File: src/rtl/vga_capture.sv
// vga_capture: samples a window of RGB pixels out of a VGA-style stream into a
// small output FIFO with a valid/ready handshake.
//
// State table
//   IDLE    | waiting for ARM; not capturing
//   WAIT_VS | armed, waiting for a VSYNC rising edge (start of frame)
//   WAIT_HS | inside a frame, waiting for the HSYNC rising edge of the next line
//   SAMPLE  | taking one pixel every CLK_DIV cycles until the line is complete
//
// Ports
//   CLK, RESET            : clock (rising edge) and asynchronous active-high reset
//   HSYNC, VSYNC, RGB     : video input, synchronous to CLK
//   ARM, CONT             : start pulse; continuous (1) or single-frame (0) mode
//   PIX_DATA/SOF/EOL      : FIFO head entry, qualified by PIX_VALID
//   PIX_VALID, PIX_READY  : output handshake; a beat moves when both are 1
//   BUSY, DONE            : capturing; one-cycle end-of-frame pulse
//   OVERFLOW, LINE_ERR,
//   FRAME_ERR             : sticky error flags, cleared by ARM
//   FRAME_CNT             : completed frames, wrapping
module vga_capture #(
  parameter int H_ACTIVE   = 705,
  parameter int V_ACTIVE   = 50,
  parameter int CLK_DIV    = 4,
  parameter int PIX_W      = 8,
  parameter int FIFO_DEPTH = 16
) (
  input  logic             CLK,
  input  logic             RESET,
  input  logic             HSYNC,
  input  logic             VSYNC,
  input  logic [PIX_W-1:0] RGB,
  input  logic             ARM,
  input  logic             CONT,
  output logic [PIX_W-1:0] PIX_DATA,
  output logic             PIX_SOF,
  output logic             PIX_EOL,
  output logic             PIX_VALID,
  input  logic             PIX_READY,
  output logic             BUSY,
  output logic             DONE,
  output logic             OVERFLOW,
  output logic             LINE_ERR,
  output logic             FRAME_ERR,
  output logic [15:0]      FRAME_CNT
);

  localparam int PW = (H_ACTIVE > 1) ? $clog2(H_ACTIVE) : 1;
  localparam int LW = $clog2(V_ACTIVE + 1);
  localparam int DW = (CLK_DIV > 1) ? $clog2(CLK_DIV) : 1;
  localparam int AW = $clog2(FIFO_DEPTH);

  typedef enum logic [1:0] {
    IDLE    = 2'd0,
    WAIT_VS = 2'd1,
    WAIT_HS = 2'd2,
    SAMPLE  = 2'd3
  } state_t;

  state_t          state_q, state_d;
  logic            hs_q, vs_q;
  logic [PW-1:0]   pix_q, pix_d;
  logic [LW-1:0]   line_q, line_d;
  logic [DW-1:0]   div_q, div_d;
  logic [15:0]     frame_cnt_q, frame_cnt_d;
  logic            done_q, done_d;
  logic            ovf_q, ovf_d;
  logic            lerr_q, lerr_d;
  logic            ferr_q, ferr_d;

  logic            hs_rise, vs_rise;
  logic [LW-1:0]   line_inc;

  logic            push, push_sof, push_eol;
  logic            start_line, line_end, frame_end;
  logic [LW-1:0]   start_line_no, end_line_no, next_line;

  logic [PIX_W+1:0] mem [FIFO_DEPTH];
  logic [AW:0]      wr_ptr_q, rd_ptr_q;
  logic             empty, full, pop, push_ok;

  assign hs_rise  = HSYNC & ~hs_q;
  assign vs_rise  = VSYNC & ~vs_q;
  assign line_inc = line_q + 1'b1;

  assign empty   = (wr_ptr_q == rd_ptr_q);
  assign full    = (wr_ptr_q[AW] != rd_ptr_q[AW]) &&
                   (wr_ptr_q[AW-1:0] == rd_ptr_q[AW-1:0]);
  assign pop     = ~empty & PIX_READY;
  // A full FIFO still takes the sample if the head leaves in the same cycle.
  assign push_ok = push & (~full | pop);

  always_comb begin
    state_d       = state_q;
    pix_d         = pix_q;
    line_d        = line_q;
    div_d         = div_q;
    frame_cnt_d   = frame_cnt_q;
    done_d        = 1'b0;
    ovf_d         = ovf_q;
    lerr_d        = lerr_q;
    ferr_d        = ferr_q;
    push          = 1'b0;
    push_sof      = 1'b0;
    push_eol      = 1'b0;
    start_line    = 1'b0;
    start_line_no = '0;
    line_end      = 1'b0;
    end_line_no   = line_q;
    frame_end     = 1'b0;
    next_line     = '0;

    case (state_q)
      IDLE: begin
        if (ARM) begin
          ovf_d   = 1'b0;
          lerr_d  = 1'b0;
          ferr_d  = 1'b0;
          state_d = WAIT_VS;
        end
      end
      WAIT_VS: begin
        if (vs_rise) begin
          line_d  = '0;
          state_d = WAIT_HS;
        end
      end
      WAIT_HS: begin
        // A VSYNC edge here means the frame ended early; restart it.
        if (vs_rise) begin
          ferr_d = 1'b1;
          line_d = '0;
        end else if (hs_rise) begin
          start_line    = 1'b1;
          start_line_no = line_q;
        end
      end
      SAMPLE: begin
        if (vs_rise) begin
          ferr_d  = 1'b1;
          line_d  = '0;
          state_d = WAIT_HS;
        end else if (hs_rise) begin
          // Short line: it still counts, and the edge starts the next line.
          lerr_d = 1'b1;
          if (line_inc == LW'(V_ACTIVE)) begin
            frame_end = 1'b1;
          end else begin
            line_d        = line_inc;
            start_line    = 1'b1;
            start_line_no = line_inc;
          end
        end else if (div_q == '0) begin
          push     = 1'b1;
          push_eol = (pix_q == PW'(H_ACTIVE - 1));
          if (push_eol) begin
            line_end = 1'b1;
          end else begin
            pix_d = pix_q + 1'b1;
            div_d = DW'(CLK_DIV - 1);
          end
        end else begin
          div_d = div_q - 1'b1;
        end
      end
      default: state_d = IDLE;
    endcase

    // Pixel 0 is taken in the same cycle as the HSYNC edge.
    if (start_line) begin
      push        = 1'b1;
      push_sof    = (start_line_no == '0);
      push_eol    = (H_ACTIVE == 1);
      pix_d       = PW'(1);
      div_d       = DW'(CLK_DIV - 1);
      end_line_no = start_line_no;
      if (H_ACTIVE == 1) line_end = 1'b1;
      else               state_d  = SAMPLE;
    end

    if (line_end) begin
      next_line = end_line_no + 1'b1;
      if (next_line == LW'(V_ACTIVE)) begin
        frame_end = 1'b1;
      end else begin
        line_d  = next_line;
        state_d = WAIT_HS;
      end
    end

    // CONT is looked at only here, so dropping it mid-frame lets the frame finish.
    if (frame_end) begin
      done_d      = 1'b1;
      frame_cnt_d = frame_cnt_q + 16'd1;
      line_d      = '0;
      state_d     = CONT ? WAIT_VS : IDLE;
    end

    if (push && full && !pop) ovf_d = 1'b1;
  end

  always_ff @(posedge CLK or posedge RESET) begin
    if (RESET) begin
      state_q     <= IDLE;
      hs_q        <= 1'b0;
      vs_q        <= 1'b0;
      pix_q       <= '0;
      line_q      <= '0;
      div_q       <= '0;
      frame_cnt_q <= '0;
      done_q      <= 1'b0;
      ovf_q       <= 1'b0;
      lerr_q      <= 1'b0;
      ferr_q      <= 1'b0;
      wr_ptr_q    <= '0;
      rd_ptr_q    <= '0;
    end else begin
      state_q     <= state_d;
      hs_q        <= HSYNC;
      vs_q        <= VSYNC;
      pix_q       <= pix_d;
      line_q      <= line_d;
      div_q       <= div_d;
      frame_cnt_q <= frame_cnt_d;
      done_q      <= done_d;
      ovf_q       <= ovf_d;
      lerr_q      <= lerr_d;
      ferr_q      <= ferr_d;
      wr_ptr_q    <= wr_ptr_q + (AW+1)'(push_ok);
      rd_ptr_q    <= rd_ptr_q + (AW+1)'(pop);
    end
  end

  // Storage needs no reset: the head is masked to zero while the FIFO is empty.
  always_ff @(posedge CLK) begin
    if (push_ok) mem[wr_ptr_q[AW-1:0]] <= {push_sof, push_eol, RGB};
  end

  assign PIX_VALID = ~empty;
  assign {PIX_SOF, PIX_EOL, PIX_DATA} = empty ? '0 : mem[rd_ptr_q[AW-1:0]];
  assign BUSY      = (state_q != IDLE);
  assign DONE      = done_q;
  assign OVERFLOW  = ovf_q;
  assign LINE_ERR  = lerr_q;
  assign FRAME_ERR = ferr_q;
  assign FRAME_CNT = frame_cnt_q;

endmodule

File: config.mk
export PLATFORM = sky130hd
export DESIGN_NAME = vga_capture
export DESIGN_NICKNAME = d
export VERILOG_FILES = /design/src/rtl/vga_capture.sv
export SDC_FILE = /design/constraint.sdc
export NUM_CORES = 1
export LEC_CHECK = 0
export BUFFER_PORTS_ARGS = -buffer_cell sky130_fd_sc_hd__buf_2
export CORE_MARGIN = 1.5
export CORE_UTILIZATION = 25
export DETAILED_ROUTE_END_ITERATION = 16
export GPL_TIMING_DRIVEN = 0
export PLACE_DENSITY_LB_ADDON = 0.3
export SLEW_MARGIN = 20
export SYNTH_ARGS = -nofsm -noshare
export SYNTH_HDL_FRONTEND = slang
export SYNTH_SLANG_ARGS = --single-unit
File: constraint.sdc
create_clock -name CLK -period 4.35 [get_ports CLK]
set_clock_uncertainty 0.1 [all_clocks]
set_input_delay 0.87 -clock CLK [delete_from_list [all_inputs] [get_ports CLK]]
set_output_delay 0.87 -clock CLK [all_outputs]
set_load 0.005 [all_outputs]
==> impl_metrics.py, run 1 <==
metrics = {
    "placement": {
        "port_buffers": 46,
        "gp_congestion": 0.8066,
        "placedInstanceArea_um2": 10320,
        "dpl.hpwl_um": 14520,
        "pre_cts_ws_ns": -0.05636,
        "dp.cells": 1153,
    },
    "pwr": {
        "p_leak_nw": 4.007,
        "power_mw": 6.032,
        "p_sw_share_pct": 30.37,
        "p_int_mw": 4.200,
        "clkPwrFrac_pct": 32.7,
        "power_frac_comb_pct": 28.4,
        "ir_drop_mv": 0.3364,
        "power.density_nw_per_um2": 540.3,
        "p_seq_share_pct": 38.9,
        "p_sw_mw": 1.832,
    },
    "die": {
        "die_height_um": 197.0,
        "initial_core_util_pct": 25.56,
        "die_width_um": 197.0,
        "core_um2": 36790,
        "io_pins": 47,
        "dieArea_um2": 38790,
        "rows": 70,
    },
    "logic_synthesis": {
        "synth_flop_cell": "edfxtp_1",
        "syn_nets": 665,
        "yosys.cell_count.top_type": "edfxtp_1",
        "ys_types": 57,
        "ys_seq_area_share_pct": 64.93,
        "synth_edf_count": 160,
        "synth.area.top_cells": "edfxtp_1, dfrtp_1, mux4_2",
        "yosysTopAreaCellShare_pct": 51.09,
        "syn_area_um2": 9404,
        "ys_ff_latch": 212,
        "syn_inst": 633,
        "ys_top_cells_by_count": "edfxtp_1, dfrtp_1, nor2_1, mux4_2, nand2_1",
        "synth_warnings": 0,
        "async_flop_share_pct": 24.53,
        "yosysTopAreaCell": "edfxtp_1",
        "avgSynthCellArea_um2": 14.86,
    },
    "route": {
        "wl_met3_um": 920,
        "drt_iter0_markers": 472,
        "firstDrtPassIters": 4,
        "via_per_inst": 4.623,
        "met2_length_um": 10200,
        "wl_per_cell_um": 17.88,
        "antenna_left": 0,
        "drt-total-wl_um": 21440,
        "route.vias.total": 5543,
        "route.detailed.drc": 0,
        "routed.top_layer": "met4",
        "wl_met1_um": 9989,
    },
    "setup_path": {
        "max_stage_delay_ns": 0.55,
        "worstPathRequired_ns": 4.65,
        "worstSetupStartpoint": "line_q[1]",
        "critPathLaunchType": "flip-flop",
        "path_max_fanout": 9,
        "path_delay_family": "compound AO/OA/AOI/OAI gates",
        "cp_slowest_cell": "a2111o_1",
        "end_kind": "flip-flop",
        "critPathKind": "reg -> reg",
        "worstReg2RegStart": "line_q[1]",
        "crit_chain": "ha_1 > buf_2 > nand3_1 > o32ai_4 > and2_4 > inv_2 > ha_1 > a21oi_1 > a211oi_2 > ha_1 > and2_1 > o21ai_1 > a2111o_1 > nor3_4 > nand4_1 > xnor2_1",
        "timing.critical_path.buf_inv": 2,
        "crit_arrival_ns": 4.41,
        "critPathMostFrequentCell": "ha_1",
    },
    "global_route": {
        "grt_overflow": 0,
        "antenna_found_initial": 0,
        "grt_pass1_vias": 5723,
        "grt_max_degree": 42,
        "track_usage_pct": 11.17,
        "grt_pass1_wl_um": 33290,
    },
    "layout": {
        "seq_area_um2": 6108,
        "finish.instance_area_um2": 11160,
        "multi_input_area_um2": 3157,
        "area_growth_pct": 18.72,
        "fin_util_pct": 30.35,
        "n_fill_cell": 3734,
        "stdcell_count": 1199,
        "drive_above_1_share_pct": 23.12,
        "final_nets": 746,
        "antenna_cells": 0,
    },
    "clock_tree": {
        "postCtsHoldBufs": 0,
        "htreeDepth": 1,
        "clk_latency_ns": 0.52,
        "cts_sinks": 212,
        "cts_tree": "done",
        "clk_pin_slew_worst_paths_ns": 0.06,
        "clockBufferDepth": 3,
        "numCtsBuffers": 23,
        "cts_root_buffer": "clkbuf_16",
    },
    "timing": {
        "final_hold_viol_count": 0,
        "max_freq_mhz": 243.3,
        "period_share_pct": 94.49,
        "period_minus_slack_ns": 4.110,
        "worst_pin_slew_ns": 1.134,
        "fin_setup_tns_ns": 0,
        "final-max-slew-violation-count": 0,
        "fin_ws_ns": 0.2399,
        "timing.max_slew.rel_slack_pct": 24.12,
        "rsz0062_at_grt": "false",
        "setup_violations": 0,
        "holdWs_ns": 0.1754,
    },
    "outcome": {
        "status": "finished clean",
    },
    "worst_hold_path": {
        "hold_path_class": "in -> async",
    },
    "flow_run": {
        "cap_violations": 0,
    },
}
cells by family (layout without fill, tap and decap cells):
| kind of cell | after synthesis | count (layout) | share of synthesized area, % |
|---|---|---|---|
| mux | 53 | 53 | 10.98 |
| fa+ha+maj | 17 | 17 | 2.262 |
| flops | 212 | 212 | 64.93 |
| buf+inv | 48 | 146 | 2.075 |
| compound gates | 84 | 84 | 6.240 |
| xor+xnor | 44 | 44 | 4.098 |
| simple gates | 175 | 175 | 9.420 |
path summary, 6_finish.rpt:
path	slack, ns	to	cells past startpoint
max reg2reg	0.24	FRAME_CNT[14]	16
min reg2reg	0.38	FRAME_CNT[15]	1
max in group asynchronous	3.49	line_q[1]	3
min	0.18	rd_ptr_q[2]	2
max	0.24	FRAME_CNT[14]	16
min in group CLK	0.38	vs_q	1
worst reg2reg max path, stage by stage, from the launching register on:
cell	delay (ns)
dfrtp_2	0.48
ha_1	0.20
buf_2	0.18
nand3_1	0.14
o32ai_4	0.13
and2_4	0.21
inv_2	0.12
ha_1	0.21
a21oi_1	0.09
a211oi_2	0.36
ha_1	0.29
and2_1	0.17
o21ai_1	0.10
a2111o_1	0.55
nor3_4	0.35
nand4_1	0.16
xnor2_1	0.15
placed cells by master, fill, tap and decap left out, types with 3 or more instances in the layout:
master / n
mux2i_1: 12
mux4_2: 40
buf_6: 3
o21ai_0: 17
nor2_2: 4
nor2b_1: 16
ha_1: 17
xor2_1: 14
and3_1: 9
nor2_1: 42
clkbuf_1: 24
inv_2: 3
and2_1: 4
nand2b_1: 7
nand2_1: 39
nor3_2: 4
clkbuf_16: 23
nand4_1: 12
dfrtp_1: 50
bufinv_16: 3
a211oi_1: 23
a21o_1: 3
xnor2_1: 30
edfxtp_1: 160
buf_2: 50
clkinv_2: 5
buf_4: 9
inv_1: 13
nand3_1: 22
a21oi_1: 17
final cells by class:
class | instances | area share, %
Inverter | 17 | 0.5940
Buffer | 31 | 1.345
Sequential cell | 212 | 54.71
Multi-Input combinational cell | 373 | 28.28
Tap cell | 468 | 5.245
Timing Repair Buffer | 56 | 3.015
Clock inverter | 14 | 1.491
Clock buffer | 28 | 5.323
routing by layer:
metal	vias to the layer above	track usage, %
li1	2577	-
met1	2822	15.25
met2	120	18.60
met3	24	2.053
met4	0	2.205
met5	-	0
power by group through the flow:
stage	sequential, mW	clock (mW)	combinational, mW
after floorplan	2.37	0	1.16
after global placement	2.39	0	1.68
after detailed placement	2.39	0	1.72
after CTS	2.35	2.03	1.73
after global routing	2.36	2.11	1.90
final	2.35	1.97	1.71
what timing repair did:
action	CTS	global route
gates resized for setup	8	12
endpoints found under the setup margin	14	21
pin swaps	1	4
setup buffers	0	3
state kept, by name, summed over array words and instances (netlist names):
name       flops
div_q          2
OVERFLOW       1
line_q         6
vs_q           1
LINE_ERR       1
hs_q           1
rd_ptr_q       5
FRAME_CNT     16
wr_ptr_q       5
mem          160
pix_q         10
FRAME_ERR      1
state_q        2
DONE           1
No activity file was read; power rests on OpenSTA's default activity.
==> run 2, diff against run 1 <==
--- a/config.mk
+++ b/config.mk
@@ -11,6 +11,7 @@
 export DETAILED_ROUTE_END_ITERATION = 16
 export GPL_TIMING_DRIVEN = 0
 export PLACE_DENSITY_LB_ADDON = 0.3
+export SETUP_SLACK_MARGIN = 0.3
 export SLEW_MARGIN = 20
 export SYNTH_ARGS = -nofsm -noshare
 export SYNTH_HDL_FRONTEND = slang
==> run 2 against run 1 <==
  * Sequential share of layout area decreased by 0.25 points
  * Combinational power hardly changed
  * Die area unchanged
  * Maximum frequency grew 6.6%
  * Critical path depth stayed put
  * Clock-buffer cell count unchanged
  * Clock power about the same
  * Design area increased by 0.46%
  * Register-to-register slack gained 0.26 ns
  * Core utilization grew 0.14 points
  * Via count up 0.43%
  * Cell count grew 0.25%
  * Largest power group unchanged
==> impl_metrics.py, run 2 (synthesis results as in run 1) <==
metrics = {
    "outcome": {
        "status": "finished clean",
    },
    "pwr": {
        "ir_drop_mv": 0.3378,
        "power_mw": 6.049,
        "p_leak_nw": 4.035,
        "power.density_nw_per_um2": 539.3,
    },
    "setup_path": {
        "worstPathRequired_ns": 4.66,
        "critPathLaunchType": "flip-flop",
        "end_kind": "flip-flop",
        "critPathKind": "reg -> reg",
        "crit_arrival_ns": 4.16,
        "worstReg2RegStart": "line_q[1]",
        "reg2reg_to": "FRAME_CNT[14]",
        "reg2reg_depth": 16,
        "r2r_slack_ns": 0.50,
        "path_max_fanout": 9,
    },
    "layout": {
        "drive_above_1_share_pct": 24.80,
        "finish.instance_area_um2": 11220,
        "final_cell_mix": "edfxtp_1, dfrtp_1, buf_2",
        "n_fill_cell": 3731,
        "antenna_cells": 0,
        "final_nets": 749,
        "largest_register_ffs": 160,
        "area_growth_pct": 19.27,
        "layout_commonest_cell": "edfxtp_1",
    },
    "clock_tree": {
        "cts_tree": "done",
        "clk_pin_slew_worst_paths_ns": 0.06,
        "numCtsBuffers": 23,
        "htreeDepth": 1,
        "clk_latency_ns": 0.52,
        "cts_root_buffer": "clkbuf_16",
        "clockBufferDepth": 3,
        "cts_sinks": 212,
    },
    "timing": {
        "final_hold_viol_count": 0,
        "max_freq_mhz": 259.4,
        "timing.max_slew.rel_slack_pct": 24.53,
        "period_share_pct": 88.61,
        "worst_pin_slew_ns": 1.128,
        "setup_violations": 0,
        "period_minus_slack_ns": 3.855,
        "final-max-slew-violation-count": 0,
        "rsz0062_at_grt": "false",
    },
    "route": {
        "routed.top_layer": "met4",
        "drt_iter0_markers": 391,
        "wl_met3_um": 814,
        "antenna_left": 0,
        "route.vias.total": 5567,
        "via_per_inst": 4.631,
        "wl_per_cell_um": 17.88,
        "route.detailed.drc": 0,
        "firstDrtPassIters": 4,
        "drt-total-wl_um": 21490,
        "wl_met1_um": 10040,
        "met2_length_um": 10290,
    },
    "placement": {
        "port_buffers": 46,
        "gp_congestion": 0.8066,
        "dpl.hpwl_um": 14520,
        "placedInstanceArea_um2": 10320,
    },
    "die": {
        "initial_core_util_pct": 25.56,
        "dieArea_um2": 38790,
        "die_width_um": 197.0,
        "io_pins": 47,
        "core_um2": 36790,
        "die_height_um": 197.0,
        "rows": 70,
    },
    "global_route": {
        "grt_pass1_vias": 5754,
        "grt_max_degree": 42,
        "grt_pass1_wl_um": 33420,
        "antenna_found_initial": 0,
        "track_usage_pct": 11.21,
        "grt_overflow": 0,
    },
    "flow_run": {
        "cap_violations": 0,
    },
    "worst_hold_path": {
        "hold_path_class": "in -> async",
    },
}
==> run 2: cell count changes in the layout (fill, tap and decap cells not counted), moves of 2 or more <==
| cell | delta |
|---|---|
| buf_4 | +6 |
| clkbuf_1 | -5 |
| clkbuf_2 | +4 |
| ha_1 | -2 |
| ha_2 | +2 |
==> run 2: critical path, stage by stage, from the launching register on <==
cell and delay (ns):
dfrtp_2 0.43, ha_1 0.18, clkbuf_4 0.18, nand3_1 0.14, o32ai_4 0.12, and2_4 0.21
inv_2 0.12, ha_2 0.23, a21oi_1 0.08, a211oi_2 0.27, ha_2 0.26, and2_1 0.15
o21ai_1 0.10, a2111o_1 0.50, nor3_4 0.35, nand4_1 0.16, xnor2_1 0.15
==> run 2: repair_timing <==
| item | CTS | global route |
|---|---|---|
| buffers inserted | 1 | 5 |
| pin swaps | 3 | 4 |
| resized for setup | 19 | 18 |
| endpoints found under the setup margin | 25 | 31 |
| hold buffers | 0 | 0 |
==> run 2: final cells by class <==
type                            instances  area (µm²)  area share (%)
Clock inverter                         14       166.4           1.484
Timing Repair Buffer                   59       359.1           3.202
Tap cell                              468       585.6           5.221
Clock buffer                           28       594.3           5.299
Buffer                                 31       161.4           1.439
Sequential cell                       212        6108           54.46
Inverter                               17       66.31          0.5913
Multi-Input combinational cell        373        3174           28.30
==> run 2: how the worst max path moves through the flow <==
stage           startpoint       endpoint  slack [ns]
2_1_floorplan    line_q[0]  FRAME_CNT[14]        0.53
3_3_place_gp         HSYNC      mem[3][3]       -0.35
3_5_place_dp   rd_ptr_q[0]    PIX_DATA[0]       -0.06
4_1_cts        rd_ptr_q[0]    PIX_DATA[0]        0.30
5_1_grt          line_q[0]  FRAME_CNT[14]        0.30
6_report         line_q[1]  FRAME_CNT[14]        0.50
==> run 2: metrics by stage <==
| stage | TNS [ns] | utilization, % | hold slack, ns | setup WS (ns) | instances |
|---|---|---|---|---|---|
| finish | 0 | 30.49 | 0.1743 | 0.4955 | 1202 |
| detailed placement | -0.1183 | 28.07 | 0.3686 | -0.05636 | 1153 |
| CTS | 0 | 30.29 | 0.1685 | 0.3009 | 1196 |
| global route | 0 | 30.49 | 0.1714 | 0.3001 | 1202 |
| floorplan | 0 | - | 0.3658 | 0.5296 | 633 |
| global placement | -13.32 | 27.78 | 0.3602 | -0.3513 | 1147 |
==> run 2: routing by layer <==
layer	track usage [%]	up-vias
met5	0	-
met4	2.205	0
met3	2.053	28
met2	18.73	112
met1	15.27	2842
li1	-	2585
==> run 2: power breakdown <==
| part | internal (mW) | leakage, nW | switching, mW |
|---|---|---|---|
| sequential | 2.28 | 2.13 | 0.0632 |
| combinational | 0.767 | 1.53 | 0.967 |
| clock | 1.16 | 0.369 | 0.809 |
==> run 3, diff against run 2 <==
--- a/config.mk
+++ b/config.mk
@@ -10,7 +10,6 @@
 export CORE_UTILIZATION = 25
 export DETAILED_ROUTE_END_ITERATION = 16
 export GPL_TIMING_DRIVEN = 0
-export PLACE_DENSITY_LB_ADDON = 0.3
 export SETUP_SLACK_MARGIN = 0.3
 export SLEW_MARGIN = 20
 export SYNTH_ARGS = -nofsm -noshare
==> run 3 against run 2 <==
  * Critical path depth decreased by 10
  * Via count shrank 0.59%
  * Sequential power is essentially flat
  * Cell count grew 0.17%
  * Routed wire length fell by 6.1%
  * Worst setup slack lost 0.065 ns
  * Hold slack improved by 0.18 ns
  * Combinational power is essentially flat
  * Total power decreased by 0.57%
  * Sequential share of layout area decreased by 0.066 points
  * Critical path type is now reg -> out
  * Largest cell class unchanged
  * Highest routed layer unchanged
==> impl_metrics.py, run 3 (synthesis results as in run 1) <==
metrics = {
    "outcome": {
        "status": "finished clean",
    },
    "die": {
        "core_um2": 36790,
        "rows": 70,
        "die_width_um": 197.0,
        "dieArea_um2": 38790,
        "initial_core_util_pct": 25.56,
        "die_height_um": 197.0,
        "io_pins": 47,
    },
    "route": {
        "firstDrtPassIters": 4,
        "route.vias.total": 5534,
        "wl_per_cell_um": 16.77,
        "via_per_inst": 4.596,
        "drt_iter0_markers": 400,
        "drt-total-wl_um": 20190,
        "route.detailed.drc": 0,
        "antenna_left": 0,
    },
    "clock_tree": {
        "clk_pin_slew_worst_paths_ns": 0.06,
        "cts_root_buffer": "clkbuf_16",
        "clockBufferDepth": 3,
        "clk_latency_ns": 0.51,
        "cts_tree": "done",
        "cts_sinks": 212,
        "numCtsBuffers": 23,
        "htreeDepth": 1,
    },
    "layout": {
        "n_fill_cell": 3662,
        "largest_register_ffs": 160,
        "seq_area_um2": 6108,
        "area_growth_pct": 19.41,
        "fin_util_pct": 30.53,
        "layout_commonest_cell": "edfxtp_1",
        "drive_above_1_share_pct": 23.95,
        "finish.instance_area_um2": 11230,
        "multi_input_area_um2": 3178,
        "final_nets": 750,
        "final_cell_mix": "edfxtp_1, dfrtp_1, buf_2",
    },
    "placement": {
        "placedInstanceArea_um2": 10300,
        "dpl.hpwl_um": 13540,
        "gp_congestion": 0.8358,
        "port_buffers": 46,
    },
    "setup_path": {
        "max_stage_delay_ns": 0.55,
        "crit_chain": "clkbuf_1 > clkbuf_2 > clkdlybuf4s15_2 > mux2i_1 > a211oi_1 > buf_2",
        "critPathLaunchType": "flip-flop",
        "crit_arrival_ns": 2.95,
        "cp_slowest_cell": "clkdlybuf4s15_2",
        "path_delay_family": "buffers and inverters",
        "worstPathRequired_ns": 3.38,
        "path_max_fanout": 10,
        "timing.critical_path.buf_inv": 4,
        "end_kind": "primary output",
        "critPathKind": "reg -> out",
    },
    "worst_hold_path": {
        "hold_path_class": "in -> async",
    },
    "flow_run": {
        "cap_violations": 0,
    },
    "pwr": {
        "power.density_nw_per_um2": 535.6,
        "p_leak_nw": 4.027,
        "power_mw": 6.015,
        "ir_drop_mv": 0.2766,
    },
    "global_route": {
        "grt_pass1_wl_um": 31520,
        "grt_max_degree": 53,
        "grtUsageMet2_pct": 16.95,
        "antenna_found_initial": 1,
        "use_met3_pct": 2.070,
        "grt_busiest_layer": "met2",
        "track_usage_pct": 10.35,
        "grt_util_met1_pct": 14.32,
        "grt_pass1_vias": 5529,
        "grt_overflow": 0,
    },
    "timing": {
        "rsz0062_at_grt": "true",
        "fin_setup_tns_ns": 0,
        "max_freq_mhz": 255.1,
        "period_minus_slack_ns": 3.920,
        "setup_violations": 0,
        "final_hold_viol_count": 0,
        "period_share_pct": 90.11,
        "holdWs_ns": 0.3590,
        "worst_pin_slew_ns": 1.093,
        "timing.max_slew.rel_slack_pct": 26.88,
        "final-max-slew-violation-count": 0,
    },
}
run 3: final cells by class:
cell class / instances / area share, %
Sequential cell: 212 / 54.40
Inverter: 17 / 0.5905
Antenna cell: 1 / 0.02228
Buffer: 31 / 1.448
Clock buffer: 28 / 5.292
Timing Repair Buffer: 60 / 3.231
Multi-Input combinational cell: 373 / 28.30
Clock inverter: 14 / 1.504
Tap cell: 468 / 5.214
run 3: what timing repair did:
| action | CTS | global route |
|---|---|---|
| hold buffers | 0 | 0 |
| endpoints found under the setup margin | 26 | 39 |
| setup buffers | 3 | 6 |
| pin swaps | 3 | 3 |
| resized for setup | 18 | 10 |
run 3: worst reg2reg max path, stage by stage (launching register included):
cell and delay (ns):
dfrtp_2 0.46, ha_1 0.21, buf_4 0.17, nand3_1 0.13
o32ai_4 0.13, and2_4 0.20, inv_2 0.14, ha_1 0.26
a21oi_1 0.10, a211oi_2 0.26, ha_2 0.27, and2_1 0.16
o21ai_1 0.09, a2111o_1 0.48, nor3_4 0.23, buf_12 0.14
nand4_1 0.11, xnor2_1 0.16
run 3: metal layers:
metal,routed length (µm),share of wire (%)
met4,393,1.9
met1,9152,45
met2,9532,47
met5,0,0
met3,1109,5.5
run 3: final timing paths:
check                      slack [ns]     startpoint  cells past startpoint       endpoint
max reg2reg                      0.45      line_q[0]                     17  FRAME_CNT[14]
max in group asynchronous        3.30          RESET                      2      line_q[0]
max                              0.43    rd_ptr_q[1]                      6    PIX_DATA[0]
min                              0.36          RESET                      2  FRAME_CNT[11]
min in group CLK                 0.39  FRAME_CNT[12]                      1  FRAME_CNT[12]
min reg2reg                      0.39  FRAME_CNT[12]                      1  FRAME_CNT[12]
run 3: where the power goes:
part	leakage [nW]	internal (mW)	total, mW	switching, mW
Clock	0.369	1.16	1.97	0.805
Sequential	2.13	2.28	2.35	0.0665
Combinational	1.53	0.767	1.70	0.933
run 3: through the flow:
stage | setup WS (ns) | cells
floorplan | 0.5296 | 633
global placement | -0.3256 | 1147
detailed placement | -0.09929 | 1152
CTS | 0.3161 | 1197
global route | 0.2723 | 1203
finish | 0.4301 | 1204
